## config.mk

```make
export PLATFORM = sky130hd
export DESIGN_NAME = proto_matrix_sequencer
export DESIGN_NICKNAME = d
export VERILOG_FILES = /design/src/rtl/ldpc_pkg.sv /design/src/rtl/proto_rc_counter.sv /design/src/rtl/proto_matrix_sequencer.sv
export SDC_FILE = /design/constraint.sdc
export NUM_CORES = 1
export LEC_CHECK = 0
export BUFFER_PORTS_ARGS = -buffer_cell sky130_fd_sc_hd__clkbuf_2
export CORE_MARGIN = 1
export CORE_UTILIZATION = 40
export DETAILED_ROUTE_END_ITERATION = 8
export SYNTH_ARGS = -nofsm -noshare
export SYNTH_HDL_FRONTEND = slang
export SYNTH_SLANG_ARGS = --single-unit
export TNS_END_PERCENT = 1
```

## constraint.sdc

```tcl
create_clock -name clk -period 2.7 [get_ports clk]
set_input_delay 0.27 -clock clk [delete_from_list [all_inputs] [get_ports clk]]
set_output_delay 0.27 -clock clk [all_outputs]
set_load 0.01 [all_outputs]
```

## src/rtl/ldpc_pkg.sv

```systemverilog
// Shared constants and types for the prototype-matrix sequencer.
package ldpc_pkg;

   localparam int unsigned NUM_ROWS    = 4;
   localparam int unsigned NUM_COLS    = 24;
   localparam int unsigned DEPTH_PER_Z = NUM_ROWS * NUM_COLS;
   localparam int unsigned WIDTH       = 7;
   localparam int unsigned ADDRW       = 9;
   localparam int unsigned ROWW        = 2;
   localparam int unsigned COLW        = 5;
   localparam int unsigned CNTW        = 7;

   localparam logic [WIDTH-1:0] NULL_CODE = {WIDTH{1'b1}};

   // Lifting size per region, index 0 = Z27.
   localparam logic [2:0][WIDTH-1:0] Z_LUT = {7'd81, 7'd54, 7'd27};

   typedef enum logic [1:0] {
      Z27   = 2'd0,
      Z54   = 2'd1,
      Z81   = 2'd2,
      Z_INV = 2'd3
   } z_sel_t;

   typedef enum logic [1:0] {
      IDLE  = 2'd0,
      SCAN  = 2'd1,
      DRAIN = 2'd2
   } seq_state_t;

   // Lifting size for a region selector; the invalid code never reaches a walk.
   function automatic logic [WIDTH-1:0] z_of(input z_sel_t s);
      case (s)
         Z27:     z_of = Z_LUT[0];
         Z54:     z_of = Z_LUT[1];
         default: z_of = Z_LUT[2];
      endcase
   endfunction

   // First ROM address of a region.
   function automatic logic [ADDRW-1:0] base_of(input z_sel_t s);
      base_of = ADDRW'(DEPTH_PER_Z) * ADDRW'(s);
   endfunction

endpackage

```

## src/rtl/proto_rc_counter.sv

```systemverilog
// Row/column walker over the base matrix with clear, enable and terminal flag.
module proto_rc_counter
   import ldpc_pkg::*;
(
   input  logic            clk,
   input  logic            rst,
   input  logic            clr,
   input  logic            en,
   output logic [ROWW-1:0] row,
   output logic [COLW-1:0] col,
   output logic            last_c
);

   // Terminal position is the bottom-right block.
   assign last_c = (row == ROWW'(NUM_ROWS - 1)) && (col == COLW'(NUM_COLS - 1));

   // Column-major-within-row step; wraps to (0,0) after the terminal block.
   always_ff @(posedge clk or posedge rst) begin
      if (rst) begin
         row <= '0;
         col <= '0;
      end else if (clr) begin
         row <= '0;
         col <= '0;
      end else if (en) begin
         if (col == COLW'(NUM_COLS - 1)) begin
            col <= '0;
            row <= (row == ROWW'(NUM_ROWS - 1)) ? '0 : row + ROWW'(1);
         end else begin
            col <= col + COLW'(1);
         end
      end
   end

endmodule

```

## src/rtl/proto_matrix_sequencer.sv

```systemverilog
// Walks the base matrix in ROM and streams non-null circulant shifts.
module proto_matrix_sequencer
   import ldpc_pkg::*;
(
   input  logic             clk,
   input  logic             rst,
   input  logic             start,
   input  logic [1:0]       z_sel,
   input  logic             abort,
   output logic [ADDRW-1:0] rom_addr,
   input  logic [WIDTH-1:0] rom_data,
   output logic             out_valid,
   input  logic             out_ready,
   output logic [WIDTH-1:0] out_shift,
   output logic [ROWW-1:0]  out_row,
   output logic [COLW-1:0]  out_col,
   output logic             busy,
   output logic             done,
   output logic [CNTW-1:0]  out_count,
   output logic             cfg_err
);

   seq_state_t       state, state_nxt;
   logic [ADDRW-1:0] base, base_nxt;
   logic [WIDTH-1:0] z_val, z_nxt;
   logic             valid_nxt, busy_nxt, done_nxt, err_nxt;
   logic [WIDTH-1:0] shift_nxt;
   logic [ROWW-1:0]  orow_nxt;
   logic [COLW-1:0]  ocol_nxt;
   logic [CNTW-1:0]  count_nxt;

   logic [ROWW-1:0]  row;
   logic [COLW-1:0]  col;
   logic             last_c;
   logic             accept_c;
   logic             adv_c;

   // A start is only taken from IDLE with a legal region and no abort.
   assign accept_c = (state == IDLE) && start && (z_sel_t'(z_sel) != Z_INV) && !abort;
   // The scan moves on whenever the output register is free to load.
   assign adv_c    = (state == SCAN) && (!out_valid || out_ready) && !abort;

   proto_rc_counter u_rc (
      .clk    (clk),
      .rst    (rst),
      .clr    (accept_c),
      .en     (adv_c),
      .row    (row),
      .col    (col),
      .last_c (last_c)
   );

   // ROM address tracks the walk position only while scanning.
   always_comb begin
      rom_addr = '0;
      if (state == SCAN)
         rom_addr = base + ADDRW'(row) * ADDRW'(NUM_COLS) + ADDRW'(col);
   end

   // State register and registered outputs.
   always_ff @(posedge clk or posedge rst) begin
      if (rst) begin
         state     <= IDLE;
         base      <= '0;
         z_val     <= '0;
         out_valid <= 1'b0;
         out_shift <= '0;
         out_row   <= '0;
         out_col   <= '0;
         busy      <= 1'b0;
         done      <= 1'b0;
         out_count <= '0;
         cfg_err   <= 1'b0;
      end else begin
         state     <= state_nxt;
         base      <= base_nxt;
         z_val     <= z_nxt;
         out_valid <= valid_nxt;
         out_shift <= shift_nxt;
         out_row   <= orow_nxt;
         out_col   <= ocol_nxt;
         busy      <= busy_nxt;
         done      <= done_nxt;
         out_count <= count_nxt;
         cfg_err   <= err_nxt;
      end
   end

   // Next-state and next-output logic; abort overrides everything at the end.
   always_comb begin
      state_nxt = state;
      base_nxt  = base;
      z_nxt     = z_val;
      valid_nxt = out_valid;
      shift_nxt = out_shift;
      orow_nxt  = out_row;
      ocol_nxt  = out_col;
      busy_nxt  = busy;
      done_nxt  = 1'b0;
      count_nxt = out_count;
      err_nxt   = cfg_err;

      case (state)
         IDLE: begin
            if (accept_c) begin
               state_nxt = SCAN;
               base_nxt  = base_of(z_sel_t'(z_sel));
               z_nxt     = z_of(z_sel_t'(z_sel));
               count_nxt = '0;
               err_nxt   = 1'b0;
               busy_nxt  = 1'b1;
            end else if (start && (z_sel_t'(z_sel) == Z_INV)) begin
               err_nxt = 1'b1;
            end
         end
         SCAN: begin
            if (out_valid && out_ready)
               valid_nxt = 1'b0;
            if (adv_c) begin
               if (rom_data != NULL_CODE) begin
                  valid_nxt = 1'b1;
                  shift_nxt = rom_data;
                  orow_nxt  = row;
                  ocol_nxt  = col;
                  count_nxt = out_count + CNTW'(1);
                  if (rom_data >= z_val)
                     err_nxt = 1'b1;
               end
               if (last_c)
                  state_nxt = DRAIN;
            end
         end
         DRAIN: begin
            if (!out_valid || out_ready) begin
               valid_nxt = 1'b0;
               done_nxt  = 1'b1;
               busy_nxt  = 1'b0;
               state_nxt = IDLE;
            end
         end
         default: state_nxt = IDLE;
      endcase

      if (abort) begin
         state_nxt = IDLE;
         valid_nxt = 1'b0;
         busy_nxt  = 1'b0;
         done_nxt  = 1'b0;
      end
   end

endmodule

```

# After elaboration in Yosys (flattened, before gate mapping)
# Cells that the tools add are included.
# op_classes
n_addsub,5
mul,2
n_lt_le_gt_ge,1
n_eq_ne,17
n_mux,37
reduce_logical,26
# op_table
operator,count
one-hot mux 7 bit (2 select lines),2
two-way mux 7 bit,3
two-way mux 2 bit,9
two-way mux 1 bit,15
two-way mux 5 bit,3
"!= test 3 bit, second input constant",4
adder 9 x 5 -> 9 bit,1
adder 9 x 7 -> 9 bit,1
two-way mux 9 bit,1
logical AND 1 bit,8
AND reduction 4 bit,2
"adder 7 x 1 -> 7 bit, second input constant",1
>= comparator 7 bit,1
"!= test 7 bit, second input constant",1
"equality test 2 bit, second input constant",3
"!= test 2 bit, second input constant",3
one-hot mux 1 bit (2 select lines),3
one-hot mux 2 bit (3 select lines),1
AND reduction 2 bit,3
AND reduction 3 bit,2
nonzero test 2 bit,3
nonzero test 3 bit,2
"adder 5 x 1 -> 5 bit, second input constant",1
"equality test 5 bit, second input constant",1
10 further kinds,14
# word_totals
regBits,45

# Depth between registers and ports, before layout
# Gate-level depths: netlist (run 1).
# depth
ltp_word,7
ltp_mapped,8
mapped_depth_nobuf,8

# Hierarchy
# From an unflattened synthesis (run 1), not the netlist that was laid out.
# hier_totals
hier_cells,259
area_unflattened_um2,2494.9
# by_module_without_submodules
mod,n_inst,cells_each,area_per_inst_um2,seq_area_each_um2
proto_matrix_sequencer,1,221,2113.3,925.9
proto_rc_counter,1,38,381.6,175.2

# Worst setup path after synthesis (run 1)
# Ideal clock, no wire load.
# synth_timing
path_kind,reg2out
startpoint,reg u_rc.row[0]
endpoint,out rom_addr[8]
t_arrival_ns,1.820
required_time_ns,2.430
setup_slack_ns,0.610
path_stages_with_launch,9
n_path_buf,0
path_cell_list,dfrtp_1 > inv_1 > ha_1 > inv_1 > ha_1 > a21o_1 > a221o_1 > xnor2_1 > nor2_1
# synth_between
elab_chain_cells,4
# synth_rtl
element,line,rtl
"start, declared",proto_rc_counter.sv:9,"output logic [ROWW-1:0] row,"
"start signal, assigned",proto_rc_counter.sv:28,row <= (row == ROWW'(NUM_ROWS - 1)) ? '0 : row + ROWW'(1);
multiplier 2 x 2 -> 4 bit,proto_matrix_sequencer.sv:57,rom_addr = base + ADDRW'(row) * ADDRW'(NUM_COLS) + ADDRW'(col);
adder 9 x 7 -> 9 bit,proto_matrix_sequencer.sv:57,
adder 9 x 5 -> 9 bit,proto_matrix_sequencer.sv:57,
two-way mux 9 bit,proto_matrix_sequencer.sv:56,if (state == SCAN)
"end, declared",proto_matrix_sequencer.sv:10,"output logic [ADDRW-1:0] rom_addr,"
# No other way between the ends.

# Final worst setup path (run 1)
# Same ends and word-level chain as after synthesis.

==> impl_metrics.py, run 1 <==
metrics = {
    "drt": {
        "num_vias": 1821,
        "post_drt_via_cell_ratio": 5.130,
        "number_of_drc_violations_after_detailed_routing_iteration_0": 81,
        "detail_route.wirelength_mm": 4.999,
        "ant_nets": 0,
        "route.detailed.wl_per_inst_um": 14.08,
        "post-route-drc-count": 0,
        "drt-pass1-iter-count": 4,
    },
    "power": {
        "p_leak_uw": 0.001432,
        "ir_worst_vdd_v": 0.0002858,
        "powerDensity_nw_per_um2": 573.6,
    },
    "synthesis": {
        "synth_seq_area_share_pct": 44.04,
        "dominant_combinational_cell_family_by_area_after_synthesis": "simple AND/OR/NAND/NOR gates",
        "primary_flip_flop_cell_chosen_by_synthesis_mapping": "dfrtp_1",
        "adder_and_majority_gate_portion_of_the_synthesized_area_pct": 10.81,
        "yosys-mux-area-fraction_pct": 11.41,
        "synth_cell_types": 45,
        "syn_nets": 269,
        "post_synth_instance_area_um2": 2500,
        "yosys.area_share.xor_xnor_pct": 1.752,
        "synth_area_leaders": "dfrtp_1 44%, ha_1 10%, mux2_4 6.0%",
        "yosys_register_bits": 44,
        "number_of_synthesized_flops_with_an_enable_pin": 0,
        "syn-mean-instance-area_um2": 10.68,
        "postSynthCellCount": 234,
        "post_synth_and_or_nand_nor_area_fraction_pct": 18.72,
        "synth_compound_area_share_pct": 8.158,
        "yosys.area.top_type": "dfrtp_1",
        "ys.warnings.count": 0,
        "synth-async-reset-ratio_pct": 100.0,
        "synth_largest_type_area_fraction_pct": 44.04,
    },
    "floorplan": {
        "placementRows": 28,
        "chipHeight_um": 81.06,
        "fp.dieArea_um2": 6570,
        "starting_density_of_the_core_pct": 41.73,
        "fp.coreArea_um2": 5991,
        "io-pin-count": 48,
        "fp.dieW_um": 81.06,
    },
    "clock_network": {
        "cts_sinks": 44,
        "post_cts_hold_buffer_count": 0,
        "clkLatencyLatePin_ns": 0.29,
        "worst_case_clock_buffer_depth": 2,
        "cts_repair_resize_count": 0,
        "cts.reportedPaths.clkPinSlew_ns": 0.08,
        "h-tree-depth": 2,
        "postCtsSetupRepairBufs": 0,
        "cts_tree": "yes",
        "numCtsBuffers": 5,
        "clk_root_buf": "clkbuf_8",
    },
    "setup_path": {
        "critical_path.max_fanout": 6,
        "crit_type": "reg -> out",
        "timing.critical_path.arrival_ns": 2.29,
        "worst-endpoint-required_ns": 2.43,
        "start_kind": "flip-flop",
        "timing.reg2reg.worst_path_depth": 4,
        "setup.worst_path.end_class": "primary output",
    },
    "worst_hold_path": {
        "hold_class": "in -> async",
    },
    "global_routing": {
        "globalRouteTotalUtil_pct": 17.11,
        "pin_count_of_the_biggest_net_entering_global_routing": 28,
        "grt_pass1_wl_mm": 8.466,
        "global_route.overflow_total": 0,
        "vias_in_the_first_global_route": 1725,
        "grt_antenna_before_repair": 0,
    },
    "sta": {
        "setup_repair_after_global_routing_missed_its_margin": "no",
        "finalSetupViolCount": 0,
        "finClkSkew_ns": 0.005968,
        "post-route-min-period_ns": 2.560,
        "achievable-frequency_mhz": 390.6,
        "setup_tns_ns": 0,
        "crit_share_post_route_pct": 94.81,
        "report.final.slew_viol_count": 0,
        "slew_headroom_pct": 33.99,
        "timing.final.hold_violations": 0,
        "worstMarginPinSlew_ns": 0.9841,
    },
    "placement": {
        "io_buffers": 47,
        "post-dp-hpwl_mm": 3.650,
        "gp_congestion": 0.8085,
    },
    "layout": {
        "finish.utilization_pct": 47.51,
        "seq_cell_area_um2": 1101,
        "syn_to_final_growth_pct": 13.86,
        "layout-drive-gt1-share_pct": 25.71,
        "insertedDiodeCount": 0,
        "design.final.nets": 315,
        "multiInputGateArea_um2": 1271,
        "filler_cell_count": 572,
    },
    "flow_run": {
        "max-cap-violations": 0,
    },
    "status": {
        "status": "finished clean",
    },
}
-- registers in the layout (all words and copies together) (netlist names) --
name and flops:
cfg_err 1, out_valid 1, u_rc.row 2, done 1, busy 1, out_row 2, z_val 6, out_count 7
out_col 5, u_rc.col 5, out_shift 7, base 4, state 2
-- area by class of cell --
class	instances	share of cell area (%)
clock buffer	6	2.549
clock inverter	1	0.1758
inverter	14	1.846
multi-input combinational	166	44.66
sequential	44	38.68
tap	75	3.297
timing repair buffer	49	8.791
-- cell families (layout without fill, tap and decap cells) --
family                   count (synthesis)  count (layout)
AO/OA/AOI/OAI                           32              32
XOR/XNOR                                 5               5
adder cells (fa/ha/maj)                 21              21
buffers and inverters                   24              70
flip-flops                              44              44
multiplexers                            23              23
AND/OR/NAND/NOR                         85              85
-- worst max-delay path: stages (launching register included) --
cell and delay (ns):
dfrtp_1 0.44, inv_1 0.07, ha_1 0.31, inv_1 0.10
ha_1 0.23, a21o_1 0.19, a221o_1 0.30, xnor2_1 0.13
nor2_1 0.09, clkbuf_2 0.14
-- report_power, final --
group	leakage [uW]	internal [uW]	switching [uW]
Combinational	0.000821	193	201
Clock	0.0000410	176	219
Sequential	0.000571	760	83.1
-- cells in the final DEF (no fill, tap or decap), types with 5 or more instances in the layout --
master and instances:
a21oi_1 7, and2_1 7, clkbuf_2 47, clkbuf_8 5
dfrtp_1 44, ha_1 20, inv_1 13, mux2_4 10
mux2i_1 9, nand2_1 22, nand3_1 8, nor2_1 13
nor3_1 8, o21ai_0 10
-- Yosys cell counts, types with 2 or more instances --
master and number:
nand2_1 22, mux2i_1 9, a211oi_1 2, inv_1 14
and3_1 3, buf_2 2, nand3_1 8, xor2_1 2
a21o_1 4, nor2_1 13, buf_6 2, o21ai_0 10
dfrtp_1 44, mux2_2 4, a2111oi_0 2, xnor2_1 3
and2_1 7, ha_1 20, clkbuf_1 4, nor3_1 8
nand2b_1 4, a21oi_1 7, mux2_4 10, nor3b_1 3
and4_1 2, nor2b_1 3, nor4_1 4
-- per-stage QoR --
| step | instances | area (um2) | setup slack, ns | power, uW | hold WS (ns) |
|---|---|---|---|---|---|
| 2_1_floorplan | 234 | 2500 | 0.6098 | 1115 | 0.4175 |
| 3_3_place_gp | 348 | 2769 | 0.5093 | 1251 | 0.3974 |
| 3_5_place_dp | 348 | 2769 | 0.4667 | 1258 | 0.4043 |
| 4_1_cts | 355 | 2846 | 0.1295 | 1665 | 0.06985 |
| 5_1_grt | 355 | 2846 | 0.01489 | 1761 | 0.1206 |
| 6_report | 355 | 2846 | 0.1400 | 1633 | 0.04880 |
-- metal layers --
metal | vias to the layer above | global-route usage (%) | routed length (um)
li1 | 911 | - | -
met1 | 855 | 24.07 | 2498
met2 | 49 | 26.30 | 2248
met3 | 6 | 3.371 | 196
met4 | 0 | 5.357 | 55
met5 | - | 0 | 0
-- path summary, 6_finish.rpt --
kind                             startpoint      endpoint  slack, ns
worst max register to register     state[0]    out_col[2]       0.55
worst min register to register     z_val[4]      z_val[4]       0.45
max in group asynchronous               rst   u_rc.row[1]       1.94
worst max-delay path            u_rc.row[0]   rom_addr[8]       0.14
min in group clk                rom_data[5]  out_shift[5]       0.24
worst min-delay path                    rst  out_count[2]       0.05
Note: power is estimated with default switching activity, not from simulation.
==> run 2: changes to the inputs <==
--- a/config.mk
+++ b/config.mk
@@ -7,8 +7,9 @@
 export LEC_CHECK = 0
 export BUFFER_PORTS_ARGS = -buffer_cell sky130_fd_sc_hd__clkbuf_2
 export CORE_MARGIN = 1
-export CORE_UTILIZATION = 40
+export CORE_UTILIZATION = 55
 export DETAILED_ROUTE_END_ITERATION = 8
+export PLACE_DENSITY = 0.79
 export SYNTH_ARGS = -nofsm -noshare
 export SYNTH_HDL_FRONTEND = slang
 export SYNTH_SLANG_ARGS = --single-unit
==> run 2 against run 1 <==
Non-clock buffer count is the same. Critical endpoint is now rom_addr[7]. Largest cell class unchanged. Routed wire length down 1.6%. Die area fell by 27%. Highest routed layer unchanged. Worst setup slack improved by 0.024 ns. Total power rose by 10%. Sequential power hardly changed. Final cell count is 6.2% lower. Flip-flop and latch count is the same. Combinational power is 2% higher. Clock-buffer cell count increased by 1.
==> impl_metrics.py, run 2 (synthesis results as in run 1) <==
metrics = {
    "status": {
        "status": "finished clean",
    },
    "drt": {
        "detail_route.wirelength_mm": 4.917,
        "post-route-drc-count": 0,
        "number_of_drc_violations_after_detailed_routing_iteration_0": 95,
        "drt-pass1-iter-count": 4,
        "post_drt_via_cell_ratio": 5.553,
        "route.detailed.wl_per_inst_um": 14.77,
        "ant_nets": 0,
        "num_vias": 1849,
    },
    "sta": {
        "report.final.slew_viol_count": 0,
        "achievable-frequency_mhz": 394.3,
        "finalSetupViolCount": 0,
        "timing.final.hold_violations": 0,
        "setup_repair_after_global_routing_missed_its_margin": "no",
        "worstMarginPinSlew_ns": 0.9416,
        "setup_tns_ns": 0,
        "slew_headroom_pct": 36.84,
        "post-route-worst-setup-slack_ns": 0.1637,
        "post-route-min-period_ns": 2.536,
        "crit_share_post_route_pct": 93.94,
        "finClkSkew_ns": 0.007782,
    },
    "layout": {
        "post_route_standard_cell_area_excluding_fillers_um2": 2868,
        "filler_cell_count": 347,
        "layout-drive-gt1-share_pct": 26.69,
        "design.final.nets": 315,
        "biggestRegsByFlops": "out_count (7), out_shift (7), z_val (6)",
        "mostFrequentLayoutCells": "47 x clkbuf_2, 43 x dfrtp_1, 22 x nand2_1, 20 x ha_1",
        "insertedDiodeCount": 0,
        "finish.utilization_pct": 65.86,
        "syn_to_final_growth_pct": 14.71,
        "final_common_cell": "clkbuf_2",
    },
    "floorplan": {
        "chipHeight_um": 69.42,
        "placementRows": 24,
        "fp.dieW_um": 69.42,
        "fp.coreArea_um2": 4354,
        "io-pin-count": 48,
        "fp.dieArea_um2": 4819,
        "starting_density_of_the_core_pct": 57.41,
    },
    "power": {
        "p_leak_uw": 0.001454,
        "design_power_total_uw": 1795,
        "ir_worst_vdd_v": 0.0003591,
        "powerDensity_nw_per_um2": 626.0,
    },
    "setup_path": {
        "capturing_point_of_the_worst_reg2reg_path": "out_col[3]",
        "ff2ff_setup_slack_ns": 0.58,
        "worst-endpoint-required_ns": 2.43,
        "critical_path.top_delay_family": "adder cells",
        "timing.reg2reg.worst_path_depth": 4,
        "critical_path.reg2reg.startpoint": "state[0]",
        "cp_cell_sequence": "inv_1, ha_1, inv_1, fa_1, a21o_1, a21oi_1, xor2_1, nor2_1, clkbuf_2",
        "critical_path.max_fanout": 6,
        "worst_path_largest_cell_delay_ns": 0.42,
        "worst_path_max_delay_cell": "dfrtp_2",
        "critical_path.n_buffers_inverters": 3,
        "crit_type": "reg -> out",
        "setup.worst_path.end_class": "primary output",
        "most_used_cell_along_the_critical_path": "inv_1",
        "start_kind": "flip-flop",
        "timing.critical_path.arrival_ns": 2.27,
    },
    "placement": {
        "post-dp-hpwl_mm": 3.632,
        "dp_worst_setup_slack_ns": 0.4455,
        "gp_congestion": 0.8292,
        "io_buffers": 47,
        "placedInstanceArea_um2": 2740,
    },
    "global_routing": {
        "pin_count_of_the_biggest_net_entering_global_routing": 27,
        "global_route.usage.met2_pct": 38.30,
        "vias_in_the_first_global_route": 1810,
        "grt-busiest-layer": "met2",
        "grt_pass1_wl_mm": 8.576,
        "global_route.overflow_total": 0,
        "globalRouteTotalUtil_pct": 22.79,
        "grt_use_met3_pct": 5.523,
        "met1_usage_pct": 28.93,
        "grt_antenna_before_repair": 0,
    },
    "clock_network": {
        "numCtsBuffers": 5,
        "cts_sinks": 44,
        "cts.reportedPaths.clkPinSlew_ns": 0.08,
        "clk_root_buf": "clkbuf_8",
        "h-tree-depth": 2,
        "clkLatencyLatePin_ns": 0.30,
        "worst_case_clock_buffer_depth": 2,
        "cts_tree": "yes",
    },
    "flow_run": {
        "max-cap-violations": 0,
    },
    "worst_hold_path": {
        "hold_class": "in -> async",
    },
}
## run 2: cell types whose count changed in the layout (fill, tap and decap cells not counted), sizes merged
cell and change:
bufinv +1, clkinv -1, clkbuf +1
## run 2: report_power, final
| part | switching [uW] | internal [uW] | total [uW] |
|---|---|---|---|
| registers | 81.9 | 760 | 842 |
| clock network | 226 | 327 | 553 |
| logic | 207 | 194 | 400 |
## run 2: what timing repair did
action                                  4_1_cts  5_1_grt
endpoints found under the setup margin        0        2
setup buffers                                 0        0
gates resized for setup                       0        1
hold buffers                                  0        0
## run 2: metrics by stage
stage,instances,hold WS (ns)
2_1_floorplan,234,0.4175
3_3_place_gp,325,0.3734
3_5_place_dp,325,0.3842
4_1_cts,333,0.05178
5_1_grt,333,0.07800
6_report,333,0.03804
## run 2: how the worst max path moves through the flow
stage                     start     endpoint  slack (ns)  cells after the start
floorplan           u_rc.row[0]  rom_addr[8]        0.61                      8
global placement    u_rc.row[0]  rom_addr[8]        0.52                      9
detailed placement  u_rc.row[0]  rom_addr[7]        0.45                      9
CTS                 u_rc.row[0]  rom_addr[7]         0.1                      9
global route        u_rc.row[0]  rom_addr[8]       0.006                      9
finish              u_rc.row[0]  rom_addr[7]        0.16                      9
## run 2: final cells by class
type | instances | area [um2] | area share [%]
multi-input combinational | 166 | 1271 | 44.33
tap | 52 | 65.06 | 2.269
clock inverter | 1 | 30.03 | 1.047
inverter | 14 | 52.55 | 1.832
timing repair buffer | 49 | 250.2 | 8.726
clock buffer | 7 | 96.34 | 3.360
sequential | 44 | 1102 | 38.44
## run 2: worst register-to-register path: cells and delay by family (launching register included)
| family | cells | cell delay (ns) |
|---|---|---|
| multiplexers | 1 | 0.38 |
| flip-flops | 1 | 0.52 |
| AND/OR/NAND/NOR | 3 | 1.11 |
## run 2: routing by layer
| metal | vias to the layer above | part of all wire, % |
|---|---|---|
| met3 | 6 | 4.1 |
| met2 | 48 | 48 |
| met5 | - | 0 |
| met4 | 0 | 1.3 |
| li1 | 907 | - |
| met1 | 888 | 46 |
